==> config.mk <==
export PLATFORM = sky130hd
export DESIGN_NAME = uart_rx_fifo_flat
export DESIGN_NICKNAME = d
export VERILOG_FILES = /design/src/rtl/uart_rx_fifo_if.sv /design/src/rtl/uart_rx_fifo.sv /design/src/flat_wrapper.sv
export SDC_FILE = /design/constraint.sdc
export NUM_CORES = 1
export LEC_CHECK = 0
export ABC_CLOCK_PERIOD_IN_PS = 4300
export CAP_MARGIN = 20
export CORE_UTILIZATION = 40
export DETAILED_ROUTE_END_ITERATION = 12
export GPL_ROUTABILITY_DRIVEN = 0
export PLACE_DENSITY_LB_ADDON = 0.15
export SLEW_MARGIN = 25
export SYNTH_ARGS = -nofsm -noshare
export SYNTH_HDL_FRONTEND = slang
export SYNTH_SLANG_ARGS = --single-unit
==> constraint.sdc <==
create_clock -name CLK -period 4.3 [get_ports CLK]
set_clock_uncertainty 0.05 [all_clocks]
set_input_delay 0.43 -clock CLK [delete_from_list [all_inputs] [get_ports CLK]]
set_output_delay 0.43 -clock CLK [all_outputs]
set_load 0.03 [all_outputs]
==> src/rtl/uart_rx_fifo_if.sv <==
// Byte-stream handshake and sticky status between the UART receiver and its consumer.
interface uart_rx_fifo_if;
  logic [7:0] DataOut;
  logic       DataOutValid;
  logic       DataOutReady;
  logic       FramingError;
  logic       Overrun;
  logic       ErrClear;

  // Receiver side: produces bytes and status, accepts pops and clears.
  modport master (
    output DataOut,
    output DataOutValid,
    output FramingError,
    output Overrun,
    input  DataOutReady,
    input  ErrClear
  );

  // Consumer side: reads bytes and status, issues pops and clears.
  modport slave (
    input  DataOut,
    input  DataOutValid,
    input  FramingError,
    input  Overrun,
    output DataOutReady,
    output ErrClear
  );
endinterface

==> src/rtl/uart_rx_fifo.sv <==
// 8N1 serial receiver feeding a small circular byte FIFO, with sticky framing/overrun flags.
module uart_rx_fifo #(
  parameter int unsigned CLOCK_FREQ = 50_000_000,
  parameter int unsigned BAUD_RATE  = 115_200,
  parameter int unsigned FIFO_DEPTH = 4
) (
  input logic             CLK,
  input logic             reset,
  input logic             SIn,
  uart_rx_fifo_if.master  bus
);

  localparam int unsigned SymbolEdge = CLOCK_FREQ / BAUD_RATE;
  localparam int unsigned SampleTime = SymbolEdge / 2;
  localparam int unsigned CntW       = $clog2(SymbolEdge) + 1;
  localparam int unsigned PtrW       = $clog2(FIFO_DEPTH);
  localparam int unsigned CountW     = PtrW + 1;

  localparam logic [CntW-1:0]   SymbolLast = CntW'(SymbolEdge - 1);
  localparam logic [CntW-1:0]   SampleLast = CntW'(SampleTime - 1);
  localparam logic [CountW-1:0] FullCount  = CountW'(FIFO_DEPTH);

  typedef enum logic [1:0] {StIdle, StStart, StData, StStop} state_e;

  logic            r_rx_meta;
  logic            r_rx_s;
  logic            r_rx_prev;

  state_e          r_state;
  logic [CntW-1:0] r_cnt;
  logic [2:0]      r_bit_idx;
  logic [7:0]      r_shift;

  logic [7:0]        r_mem [FIFO_DEPTH];
  logic [PtrW-1:0]   r_rd_ptr;
  logic [PtrW-1:0]   r_wr_ptr;
  logic [CountW-1:0] r_count;

  logic r_framing_err;
  logic r_overrun;

  logic w_stop_sample;
  logic w_pop;
  logic w_full;
  logic w_push;
  logic w_ovr_set;
  logic w_fe_set;

  // Two-flop synchroniser on the serial line plus a delayed copy for falling-edge detection.
  always_ff @(posedge CLK or posedge reset) begin
    if (reset) begin
      r_rx_meta <= 1'b1;
      r_rx_s    <= 1'b1;
      r_rx_prev <= 1'b1;
    end else begin
      r_rx_meta <= SIn;
      r_rx_s    <= r_rx_meta;
      r_rx_prev <= r_rx_s;
    end
  end

  // Push/pop/flag-set decisions; a full FIFO still accepts a byte when a pop frees a slot.
  always_comb begin
    w_stop_sample = (r_state == StStop) && (r_cnt == SymbolLast);
    w_pop         = (r_count != '0) && bus.DataOutReady;
    w_full        = (r_count == FullCount);
    w_push        = w_stop_sample && r_rx_s && (!w_full || w_pop);
    w_ovr_set     = w_stop_sample && r_rx_s && w_full && !w_pop;
    w_fe_set      = w_stop_sample && !r_rx_s;
  end

  // Receive FSM: start detect, mid-bit start check, LSB-first data shift, stop sample.
  always_ff @(posedge CLK or posedge reset) begin
    if (reset) begin
      r_state   <= StIdle;
      r_cnt     <= '0;
      r_bit_idx <= '0;
      r_shift   <= '0;
    end else begin
      r_cnt <= r_cnt + CntW'(1);
      unique case (r_state)
        StIdle: begin
          if (r_rx_prev && !r_rx_s) begin
            r_state <= StStart;
            r_cnt   <= '0;
          end
        end
        StStart: begin
          if (r_cnt == SampleLast) begin
            r_cnt <= '0;
            if (r_rx_s) begin
              r_state <= StIdle;
            end else begin
              r_state   <= StData;
              r_bit_idx <= '0;
            end
          end
        end
        StData: begin
          if (r_cnt == SymbolLast) begin
            r_cnt     <= '0;
            r_shift   <= {r_rx_s, r_shift[7:1]};
            r_bit_idx <= r_bit_idx + 3'd1;
            if (r_bit_idx == 3'd7) begin
              r_state <= StStop;
            end
          end
        end
        StStop: begin
          if (r_cnt == SymbolLast) begin
            r_cnt   <= '0;
            r_state <= StIdle;
          end
        end
        default: begin
          r_state <= StIdle;
          r_cnt   <= '0;
        end
      endcase
    end
  end

  // FIFO storage; contents are don't-care while not counted, so no reset is needed.
  always_ff @(posedge CLK) begin
    if (w_push) begin
      r_mem[r_wr_ptr] <= r_shift;
    end
  end

  // FIFO pointers and occupancy; pointers wrap naturally because the depth is a power of two.
  always_ff @(posedge CLK or posedge reset) begin
    if (reset) begin
      r_rd_ptr <= '0;
      r_wr_ptr <= '0;
      r_count  <= '0;
    end else begin
      if (w_push) begin
        r_wr_ptr <= r_wr_ptr + PtrW'(1);
      end
      if (w_pop) begin
        r_rd_ptr <= r_rd_ptr + PtrW'(1);
      end
      if (w_push && !w_pop) begin
        r_count <= r_count + CountW'(1);
      end else if (w_pop && !w_push) begin
        r_count <= r_count - CountW'(1);
      end
    end
  end

  // Sticky error flags; a set event in the same cycle as ErrClear keeps the flag set.
  always_ff @(posedge CLK or posedge reset) begin
    if (reset) begin
      r_framing_err <= 1'b0;
      r_overrun     <= 1'b0;
    end else begin
      if (w_fe_set) begin
        r_framing_err <= 1'b1;
      end else if (bus.ErrClear) begin
        r_framing_err <= 1'b0;
      end
      if (w_ovr_set) begin
        r_overrun <= 1'b1;
      end else if (bus.ErrClear) begin
        r_overrun <= 1'b0;
      end
    end
  end

  assign bus.DataOut      = (r_count != '0) ? r_mem[r_rd_ptr] : 8'h00;
  assign bus.DataOutValid = (r_count != '0);
  assign bus.FramingError = r_framing_err;
  assign bus.Overrun      = r_overrun;

endmodule
==> src/flat_wrapper.sv <==
// flat-port wrapper written by rule: the top's interface ports become plain ports
module uart_rx_fifo_flat 
#(
  parameter int unsigned CLOCK_FREQ = 50_000_000,
  parameter int unsigned BAUD_RATE  = 115_200,
  parameter int unsigned FIFO_DEPTH = 4
)
  (CLK, reset, SIn, bus_DataOut, bus_DataOutValid, bus_FramingError, bus_Overrun, bus_DataOutReady, bus_ErrClear);
  uart_rx_fifo_if bus_i ();
  input logic CLK;
  input logic reset;
  input logic SIn;
  output wire logic [$bits(bus_i.DataOut)-1:0] bus_DataOut;
  output wire logic [$bits(bus_i.DataOutValid)-1:0] bus_DataOutValid;
  output wire logic [$bits(bus_i.FramingError)-1:0] bus_FramingError;
  output wire logic [$bits(bus_i.Overrun)-1:0] bus_Overrun;
  input wire logic [$bits(bus_i.DataOutReady)-1:0] bus_DataOutReady;
  input wire logic [$bits(bus_i.ErrClear)-1:0] bus_ErrClear;
  assign bus_DataOut = bus_i.DataOut;
  assign bus_DataOutValid = bus_i.DataOutValid;
  assign bus_FramingError = bus_i.FramingError;
  assign bus_Overrun = bus_i.Overrun;
  assign bus_i.DataOutReady = bus_DataOutReady;
  assign bus_i.ErrClear = bus_ErrClear;
  uart_rx_fifo #(.CLOCK_FREQ(CLOCK_FREQ), .BAUD_RATE(BAUD_RATE), .FIFO_DEPTH(FIFO_DEPTH)) u_core (.CLK(CLK), .reset(reset), .SIn(SIn), .bus(bus_i));
endmodule
Word-level counts from Yosys, hierarchy flattened
Memory sizes are Yosys's and may differ from the RTL's.
Cells that the tools add are included.
{ "op_classes": {"add_sub_neg": 6, "reduce_logical": 25, "n_mux": 23, "eq_ne": 13} }
{ "ops": {"columns": ["cell", "n"], "rows": [
  ["$mux 10", 3],
  ["$pmux 10 s3", 1],
  ["$mux 3", 5],
  ["$mux 2", 6],
  ["$add 10x1->10 const B", 1],
  ["$eq 10x8->1 const B", 1],
  ["$eq 10x9->1 const B", 1],
  ["$logic_and 1x1->1", 10],
  ["$mux 8", 1],
  ["$ne 2x1->1 const B", 4],
  ["$pmux 2 s4", 1],
  ["$reduce_bool 2->1", 4],
  ["$add 3x1->3 const B", 2],
  ["$eq 3x3->1 const B", 2],
  ["$pmux 3 s2", 1],
  ["$mux 1", 5],
  ["$reduce_and 5->1", 1],
  ["$add 2x1->2 const B", 2],
  ["$eq 2x2->1 const B", 2],
  ["$logic_not 1->1", 4],
  ["$ne 2x2->1 const B", 2],
  ["$reduce_and 4->1", 1],
  ["$reduce_bool 3->1", 1],
  ["$sub 3x1->3 const B", 1],
  ["5 further kinds", 5]
]} }
{ "totals": {"mem_count": 1, "ramBits": 32, "output_inout_bits": 11, "regBits": 35} }
{ "mem_list": {"columns": ["memory", "depth", "word_bits", "read_ports", "rd_clocked_by_memory_dff", "write_ports", "line_no", "rtl"], "rows": [
  ["u_core.r_mem", 4, 8, 1, 0, 1, "uart_rx_fifo.sv:34", "logic [7:0] r_mem [FIFO_DEPTH];"]
]} }

Longest topological paths before layout
Gate-level depths: netlist of run 1.
{ "logic_depth": {"depth_word": 8, "ltp_mapped": 11} }

Least setup slack after synthesis of run 1
OpenSTA, ideal clock, no wires.
{ "synth_path": {"path_kind": "reg-to-reg", "start": "register u_core.r_cnt[2]", "end": "register u_core.r_count[2]", "t_required_ps": 4170, "path_stages_with_launch": 10, "n_path_buf": 0, "setup_time_ps": 80, "slack_ps": 1906, "t_arrival_ps": 2264, "synth_period_minus_slack_ps": 2394, "path_cell_list": "dfrtp_1 > nor2_1 > nand4_4 > nor4b_4 > ha_1 > inv_1 > fa_1 > xor2_1 > nor2_1 > xnor2_1"} }
{ "synth_between": {"elab_chain_len": 7, "word_cells_on_any_way": 9, "cone_classes": "eq/ne (1); mux (1); reduce/logical (7)"} }
{ "synth_rtl": {"columns": ["element", "line_no", "rtl"], "rows": [
  ["start: declaration", "uart_rx_fifo.sv:30", "logic [CntW-1:0] r_cnt;"],
  ["start signal: assignment", "uart_rx_fifo.sv:80", "r_cnt <= r_cnt + CntW'(1);"],
  ["$eq 10x9->1 (*)", "uart_rx_fifo.sv:64", "w_stop_sample = (r_state == StStop) && (r_cnt == SymbolLast);"],
  ["$logic_and 1x1->1 (*)", "uart_rx_fifo.sv:64", null],
  ["$logic_and 1x1->1 (*) (2 in a row)", "uart_rx_fifo.sv:67", "w_push = w_stop_sample && r_rx_s && (!w_full || w_pop);"],
  ["named net u_core.w_push", "uart_rx_fifo.sv:45", "logic w_push;"],
  ["$logic_not 1->1", "uart_rx_fifo.sv:145", "end else if (w_pop && !w_push) begin"],
  ["$logic_and 1x1->1", "uart_rx_fifo.sv:145", null],
  ["$reduce_bool 2->1 (no source line)", null, null],
  ["end signal: assignment", "uart_rx_fifo.sv:144", "r_count <= r_count + CountW'(1);"],
  ["end signal: assignment", "uart_rx_fifo.sv:146", "r_count <= r_count - CountW'(1);"],
  ["end: declaration", "uart_rx_fifo.sv:37", "logic [CountW-1:0] r_count;"]
]} }
The timed path passes the listed nets; every way through them passes the cells marked *.
A chain may end at the register's enable or synchronous reset.

Worst setup path in the final report of run 1
{ "layout_path": {"start": "register u_core.r_rd_ptr[0]", "end": "output port bus_DataOut[4]"} }
{ "layout_between": {"elab_chain_len": 2} }
{ "layout_rtl": {"columns": ["element", "line_no", "rtl"], "rows": [
  ["start: declaration", "uart_rx_fifo.sv:35", "logic [PtrW-1:0] r_rd_ptr;"],
  ["start signal: assignment", "uart_rx_fifo.sv:141", "r_rd_ptr <= r_rd_ptr + PtrW'(1);"],
  ["$mem_v2 4x8", null, null],
  ["$mux 8", "uart_rx_fifo.sv:170", "assign bus.DataOut = (r_count != '0) ? r_mem[r_rd_ptr] : 8'h00;"],
  ["end: declaration", "flat_wrapper.sv:13", "output wire logic [$bits(bus_i.DataOut)-1:0] bus_DataOut;"]
]} }
Every way passes these cells.

==> results of run 1 <==
worst register-to-register path: stages (launching register included):
cell,delay (ns)
dfrtp_1,0.43
nor2_1,0.32
nand4_4,0.24
nor4b_4,0.44
ha_1,0.25
inv_1,0.06
fa_1,0.37
xor2_1,0.15
nor2_1,0.11
xnor2_1,0.12
cell type report:
type | count | area (µm²)
fillers | 604 | 3560
flip-flops and latches | 67 | 1840
multi-input cells | 115 | 1030
clock buffers | 14 | 174
repair buffers | 16 | 158
well taps | 96 | 120
inverters | 12 | 45.0
clock inverters | 2 | 10.0
state kept, by name (all words and copies together), names as in the netlist, named ones only:
signal                   flops
u_core.r_rx_meta             1
u_core.r_rx_prev             1
u_core.r_count               3
u_core.r_rx_s                1
u_core.r_cnt                10
u_core.bus.Overrun           1
u_core.r_shift               8
u_core.r_state               1
u_core.r_rd_ptr              2
u_core.bus.FramingError      1
u_core.r_bit_idx             3
u_core.r_mem                32
u_core.r_wr_ptr              2
cell usage in the layout, fill, tap and decap left out, drive strengths merged, types with 2 or more instances in the layout:
master	instances
dfrtp	32
edfxtp	32
nor2	16
clkdlybuf4s50	15
and2	14
clkbuf	14
inv	12
mux2	12
xnor2	11
ha	10
nand2	8
mux4	8
nand3	7
xor2	3
dfstp	3
or3	3
nand4	3
nor3	3
o22ai	2
clkinv	2
where the power goes:
| group | leakage, nW | total (W) | internal (W) | switching, W |
|---|---|---|---|---|
| clock | 0.0956 | 0.000479 | 0.000259 | 0.000220 |
| sequential | 0.815 | 0.000832 | 0.000726 | 0.000106 |
| combinational | 0.525 | 0.000233 | 0.000124 | 0.000109 |
| total | 1.44 | 0.00154 | 0.00111 | 0.000435 |
Yosys cell counts (2+ instances only):
cell / count / share of area [%]
xor2_1: 3 / 0.89
mux4_2: 8 / 6.1
xnor2_1: 11 / 3.3
nand4_1: 2 / 0.43
nand2_1: 8 / 1.0
dfstp_2: 3 / 2.7
clkbuf_1: 2 / 0.26
nand3_1: 7 / 1.2
dfrtp_1: 32 / 27
nor2_1: 16 / 2.0
mux2_2: 11 / 4.2
nor3_1: 2 / 0.34
or3_2: 2 / 0.51
ha_1: 10 / 4.3
and2_2: 4 / 1.0
o22ai_1: 2 / 0.43
and2_1: 10 / 2.1
edfxtp_1: 32 / 33
inv_1: 12 / 1.5
kinds of logic (layout without fill, tap and decap cells):
| logic type | after synthesis | after routing |
|---|---|---|
| xor gates and xnor gates | 14 | 14 |
| and+or+nand+nor | 62 | 62 |
| buffers and inverters | 16 | 44 |
| DFF | 67 | 67 |
| muxes | 20 | 20 |
| AOI/OAI and AO/OA | 8 | 8 |
| adders and majority gates | 11 | 11 |
per-layer routing:
layer	vias to the layer above	share of wire (%)	GRT usage, %
met2	16	52	25.1
met1	795	44	18.1
li1	754	-	-
met3	5	2.7	5.09
met5	-	0	0
met4	0	0.90	4.92
metrics by stage:
stage	instance area, µm²	std cells
3_3_place_gp	3200	306
4_1_cts	3380	322
2_1_floorplan	2940	198
6_report	3380	322
3_5_place_dp	3200	306
5_1_grt	3380	322
how the worst min path moves through the flow:
stage	endpoint	slack (ns)
CTS	u_core.r_rx_s$_DFF_PP1_	0.32
detailed placement	u_core.r_rx_s$_DFF_PP1_	0.31
finish	u_core.r_rx_s$_DFF_PP1_	0.31
global route	u_core.r_rx_s$_DFF_PP1_	0.32
global placement	u_core.r_rx_s$_DFF_PP1_	0.30
floorplan	u_core.r_rx_s$_DFF_PP1_	0.30
==> out/qor.txt, run 1 <==
run status - completed
WHS - 0.312 ns
I/O Buffers - 15
Final WS setup - 1.42 ns
GRT Total Usage - 14.9%
Post-Synth XOR/XNOR Area - 4.17%
chip height - 87.7 µm
CP arrival - 2.40 ns
CP Capture Type - output pin
Via-to-Cell Ratio - 4.88
Worst-Margin Slew - 0.673 ns
Unique masters post-synth - 40
fmax - 0.347 GHz
stages on the worst setup path - 3
Layout area overhead - 15.0%
Critical Path Source Type - register
post-synthesis mux area share - 10.9%
drc violations - 0
clock sink total - 67
vias - 1570
post-synthesis net count - 214
Post-DRT Antenna Nets - 0
post-synthesis adder-cell area fraction - 4.94%
post-place setup slack - 1.53 ns
ys flop type - edfxtp_1
Tcrit/Tclk final - 66.9%
Core ar. - 6940 µm²
Synth warnings - 0
H-tree levels - 3
Congestion Overflow GR - 0
wire per inst - 15.1 µm
Final Util - 48.7%
async set-reset flop share out of synthesis - 52.2%
sequential share of the synthesized area - 62.6%
hold_buf cts - 0
Final min period - 2.88 ns
Die Area - 7690 µm²
Clock transition at path regs - 0.07 ns
routed wire length - 4.88 mm
Pwr Total - 0.00154 W
Mapped Cells - 198
Worst Setup SP - u_core.r_rd_ptr[0]$_DFFE_PP0N_
CP cell instances - mux4_2 -> and2_1 -> clkdlybuf4s50_1
Synth Area in Simple Gates - 13.1%
first-pass detailed-route iteration total - 4
ant diodes - 0
maximum vdd drop - 240 µV
Compound-Gate Fraction of Synth Area - 2.04%
crit-path max FO - 10
max-cap violation count - 0
Worst R2R Start - u_core.r_cnt[2]$_DFF_PP0_
reg2reg path depth - 9
type of the worst setup path - reg2out
TritonCTS clock tree - done
nets - 237
global-route wire length before repair - 8.34 mm
latest clock arrival within the worst-skew pair - 0.33 ns
CTS Buf Count - 9
Hold Crit Start - u_core.r_rx_meta$_DFF_PP1_
CTS max path bufs - 2
Top delay family on crit path - flip-flops
initial core utilization - 42.3%
crit path to - bus_DataOut[4]
final hold violations - 0
largest stage delay on the critical path - 0.74 ns
post-cts resize count - 0
hpwl dp - 3.28 mm
Die X - 87.7 µm
vias in the first global route - 1668
pin count of the biggest net entering global routing - 36
initial antenna violation count - 0
Crit path buffers/inverters - 1
fin. max-slew vios - 0
Synth Area per Inst - 14.8 µm²
WHS Path Cells - 0
Setup TNS - 0 ns
Setup violations, final - 0
Netlist Area Pre-Place - 2940 µm²
Yosys reg bits - 67
Cell Rows - 30
Hold WC Path Type - reg2reg
I/O pins - 16
WP data required - 3.82 ns
share of post-route cells with drive strength above 1 - 22.6%
CP max-delay cell - dfrtp_1
normalized max-slew margin - 54.7%
initial DRC count - 96
Reg2Reg Capture Point - u_core.r_count[2]$_DFFE_PP0P_
Root Driver - clkbuf_8
Pleak - 1.44 nW
unrepaired setup endpoints after global routing - false
buffers inserted by post-CTS timing repair - 0
Power Dens Cells - 457 nW/µm²
main combinational cell family by area after synthesis - simple AND/OR/NAND/NOR gates
Post-synth EDFFs - 32
R2R Setup Slk - 1.69 ns
Note: power is estimated with default switching activity, not from simulation.
==> inputs of run 2 (changes only) <==
--- a/config.mk
+++ b/config.mk
@@ -5,7 +5,7 @@
 export SDC_FILE = /design/constraint.sdc
 export NUM_CORES = 1
 export LEC_CHECK = 0
-export ABC_CLOCK_PERIOD_IN_PS = 4300
+export ABC_CLOCK_PERIOD_IN_PS = 2300
 export CAP_MARGIN = 20
 export CORE_UTILIZATION = 40
 export DETAILED_ROUTE_END_ITERATION = 12
==> constraint.sdc (replaced) <==
create_clock -name CLK -period 2.3 [get_ports CLK]
set_clock_uncertainty 0.05 [all_clocks]
set_input_delay 0.23 -clock CLK [delete_from_list [all_inputs] [get_ports CLK]]
set_output_delay 0.23 -clock CLK [all_outputs]
set_load 0.03 [all_outputs]
==> out/qor.txt, run 2 (synthesis gave the netlist of run 1 again) <==
nets - 255
Layout area overhead - 22.8%
R2R Setup Slk - 0.003 ns
initial antenna violation count - 0
Clock transition at path regs - 0.07 ns
initial DRC count - 59
Worst Setup SP - u_core.r_cnt[1]$_DFF_PP0_
crit path to - u_core.r_count[1]$_DFFE_PP0P_
Reg2Reg Capture Point - u_core.r_count[1]$_DFFE_PP0P_
unrepaired setup endpoints after global routing - true
H-tree levels - 3
post-place instance area - 3340 µm²
max reg flops - 32
fin. max-slew vios - 0
type of the worst setup path - reg2reg
Post-DRT Antenna Nets - 0
CP arrival - 2.47 ns
hold_buf cts - 0
normalized max-slew margin - 67.5%
hpwl dp - 3.44 mm
Worst-Margin Slew - 0.487 ns
fmax - 0.435 GHz
wire per inst - 14.6 µm
TritonCTS clock tree - done
Core ar. - 6940 µm²
chip height - 87.7 µm
Setup violations, final - 0
Hold WC Path Type - in2async
Power Dens Cells - 933 nW/µm²
Tcrit/Tclk final - 99.9%
Cell Rows - 30
Die X - 87.7 µm
post-route cell area - 3610 µm²
crit-path max FO - 2
Congestion Overflow GR - 0
maximum vdd drop - 398 µV
register with the most flip-flops - u_core.r_mem
reg2reg path depth - 9
WHS - 0.254 ns
Pleak - 1.60 nW
drc violations - 0
I/O pins - 16
final hold violations - 0
ant diodes - 0
initial core utilization - 42.3%
vias in the first global route - 1719
global-route wire length before repair - 8.26 mm
CTS max path bufs - 2
CTS Buf Count - 9
clock sink total - 67
WP data required - 2.47 ns
run status - completed
pin count of the biggest net entering global routing - 36
GRT Total Usage - 14.7%
Critical Path Source Type - register
share of post-route cells with drive strength above 1 - 32.0%
vias - 1673
latest clock arrival within the worst-skew pair - 0.33 ns
largest registers - u_core.r_mem x32, u_core.r_cnt x10, u_core.r_shift x8
routed wire length - 4.95 mm
Die Area - 7690 µm²
Root Driver - clkbuf_8
most frequent cells in the layout - 32 x dfrtp_1, 32 x edfxtp_1, 18 x buf_4
I/O Buffers - 15
Final min period - 2.30 ns
first-pass detailed-route iteration total - 4
Worst R2R Start - u_core.r_cnt[1]$_DFF_PP0_
CP Capture Type - register
max-cap violation count - 0
Via-to-Cell Ratio - 4.92
run 2: changes by cell type in the layout (fill, tap and decap cells not counted), moves of 2 or more:
cell,change
clkinv_4,+2
clkbuf_1,-3
clkdlybuf4s50_1,-8
dlygate4sd2_1,+8
inv_1,-2
inv_2,+2
buf_4,+17
ha_1,-2
bufinv_16,+3
run 2: stage by stage:
stage / worst slack [ns] / total power (W) / util, % / std cells / TNS [ns]
6_report: 0.00259 / 0.00337 / 51.9 / 340 / 0
5_1_grt: -0.117 / 0.00354 / 51.9 / 340 / -0.187
4_1_cts: 0.0206 / 0.00339 / 51.5 / 339 / 0
3_5_place_dp: -0.0521 / 0.00218 / 48.1 / 323 / -0.0928
3_3_place_gp: 0.00329 / 0.00214 / 48.1 / 323 / 0
2_1_floorplan: -0.0890 / 0.00190 / - / 198 / -0.164
run 2: worst min path at each step:
| stage | endpoint | slack, ns | start |
|---|---|---|---|
| floorplan | u_core.r_rx_meta$_DFF_PP1_ | 0.18 | SIn |
| CTS | u_core.r_rx_meta$_DFF_PP1_ | 0.25 | SIn |
| finish | u_core.r_shift[2]$_DFFE_PP0P_ | 0.25 | reset |
| global placement | u_core.r_rx_s$_DFF_PP1_ | 0.30 | u_core.r_rx_meta$_DFF_PP1_ |
| global route | u_core.r_rx_meta$_DFF_PP1_ | 0.24 | SIn |
| detailed placement | u_core.r_rx_s$_DFF_PP1_ | 0.30 | u_core.r_rx_meta$_DFF_PP1_ |
run 2: routing by layer:
layer,share of wire (%),track usage (%)
met1,44,18.1
met2,52,24.7
met3,3.0,4.24
met4,1.1,5.22
met5,0,0
run 2: final cells by class:
type                       count  area [µm²]
clock buffer                  10         138
clock inverter                 6         113
fill                         598        3340
inverter                      12        45.0
multi-input combinational    115        1060
sequential                    67        1840
tap                           96         120
timing repair buffer          34         295
run 2: what timing repair did:
action | in CTS | in global routing
gates resized for setup | 8 | 7
setup buffers | 0 | 1
endpoints found under the setup margin | 8 | 2
pin swaps | 0 | 4
run 2: critical path, stage by stage (launching register included):
cell	delay, ns
dfrtp_1	0.40
inv_2	0.09
ha_4	0.11
and2b_2	0.15
nand4_4	0.11
nor4b_4	0.33
ha_2	0.24
inv_2	0.04
fa_2	0.40
mux2_4	0.27
run 2: where the power goes:
| part | internal (W) | switching (W) | total, W |
|---|---|---|---|
| registers | 0.00136 | 0.000118 | 0.00148 |
| logic | 0.000372 | 0.000326 | 0.000698 |
| clock network | 0.000751 | 0.000441 | 0.00119 |
| total | 0.00248 | 0.000885 | 0.00337 |
==> inputs of run 3 (changes only) <==
--- a/config.mk
+++ b/config.mk
@@ -9,7 +9,6 @@
 export CAP_MARGIN = 20
 export CORE_UTILIZATION = 40
 export DETAILED_ROUTE_END_ITERATION = 12
-export GPL_ROUTABILITY_DRIVEN = 0
 export PLACE_DENSITY_LB_ADDON = 0.15
 export SLEW_MARGIN = 25
 export SYNTH_ARGS = -nofsm -noshare
==> results of run 3 <==
The final DEF is identical to that of run 2; final timing and power are the same.
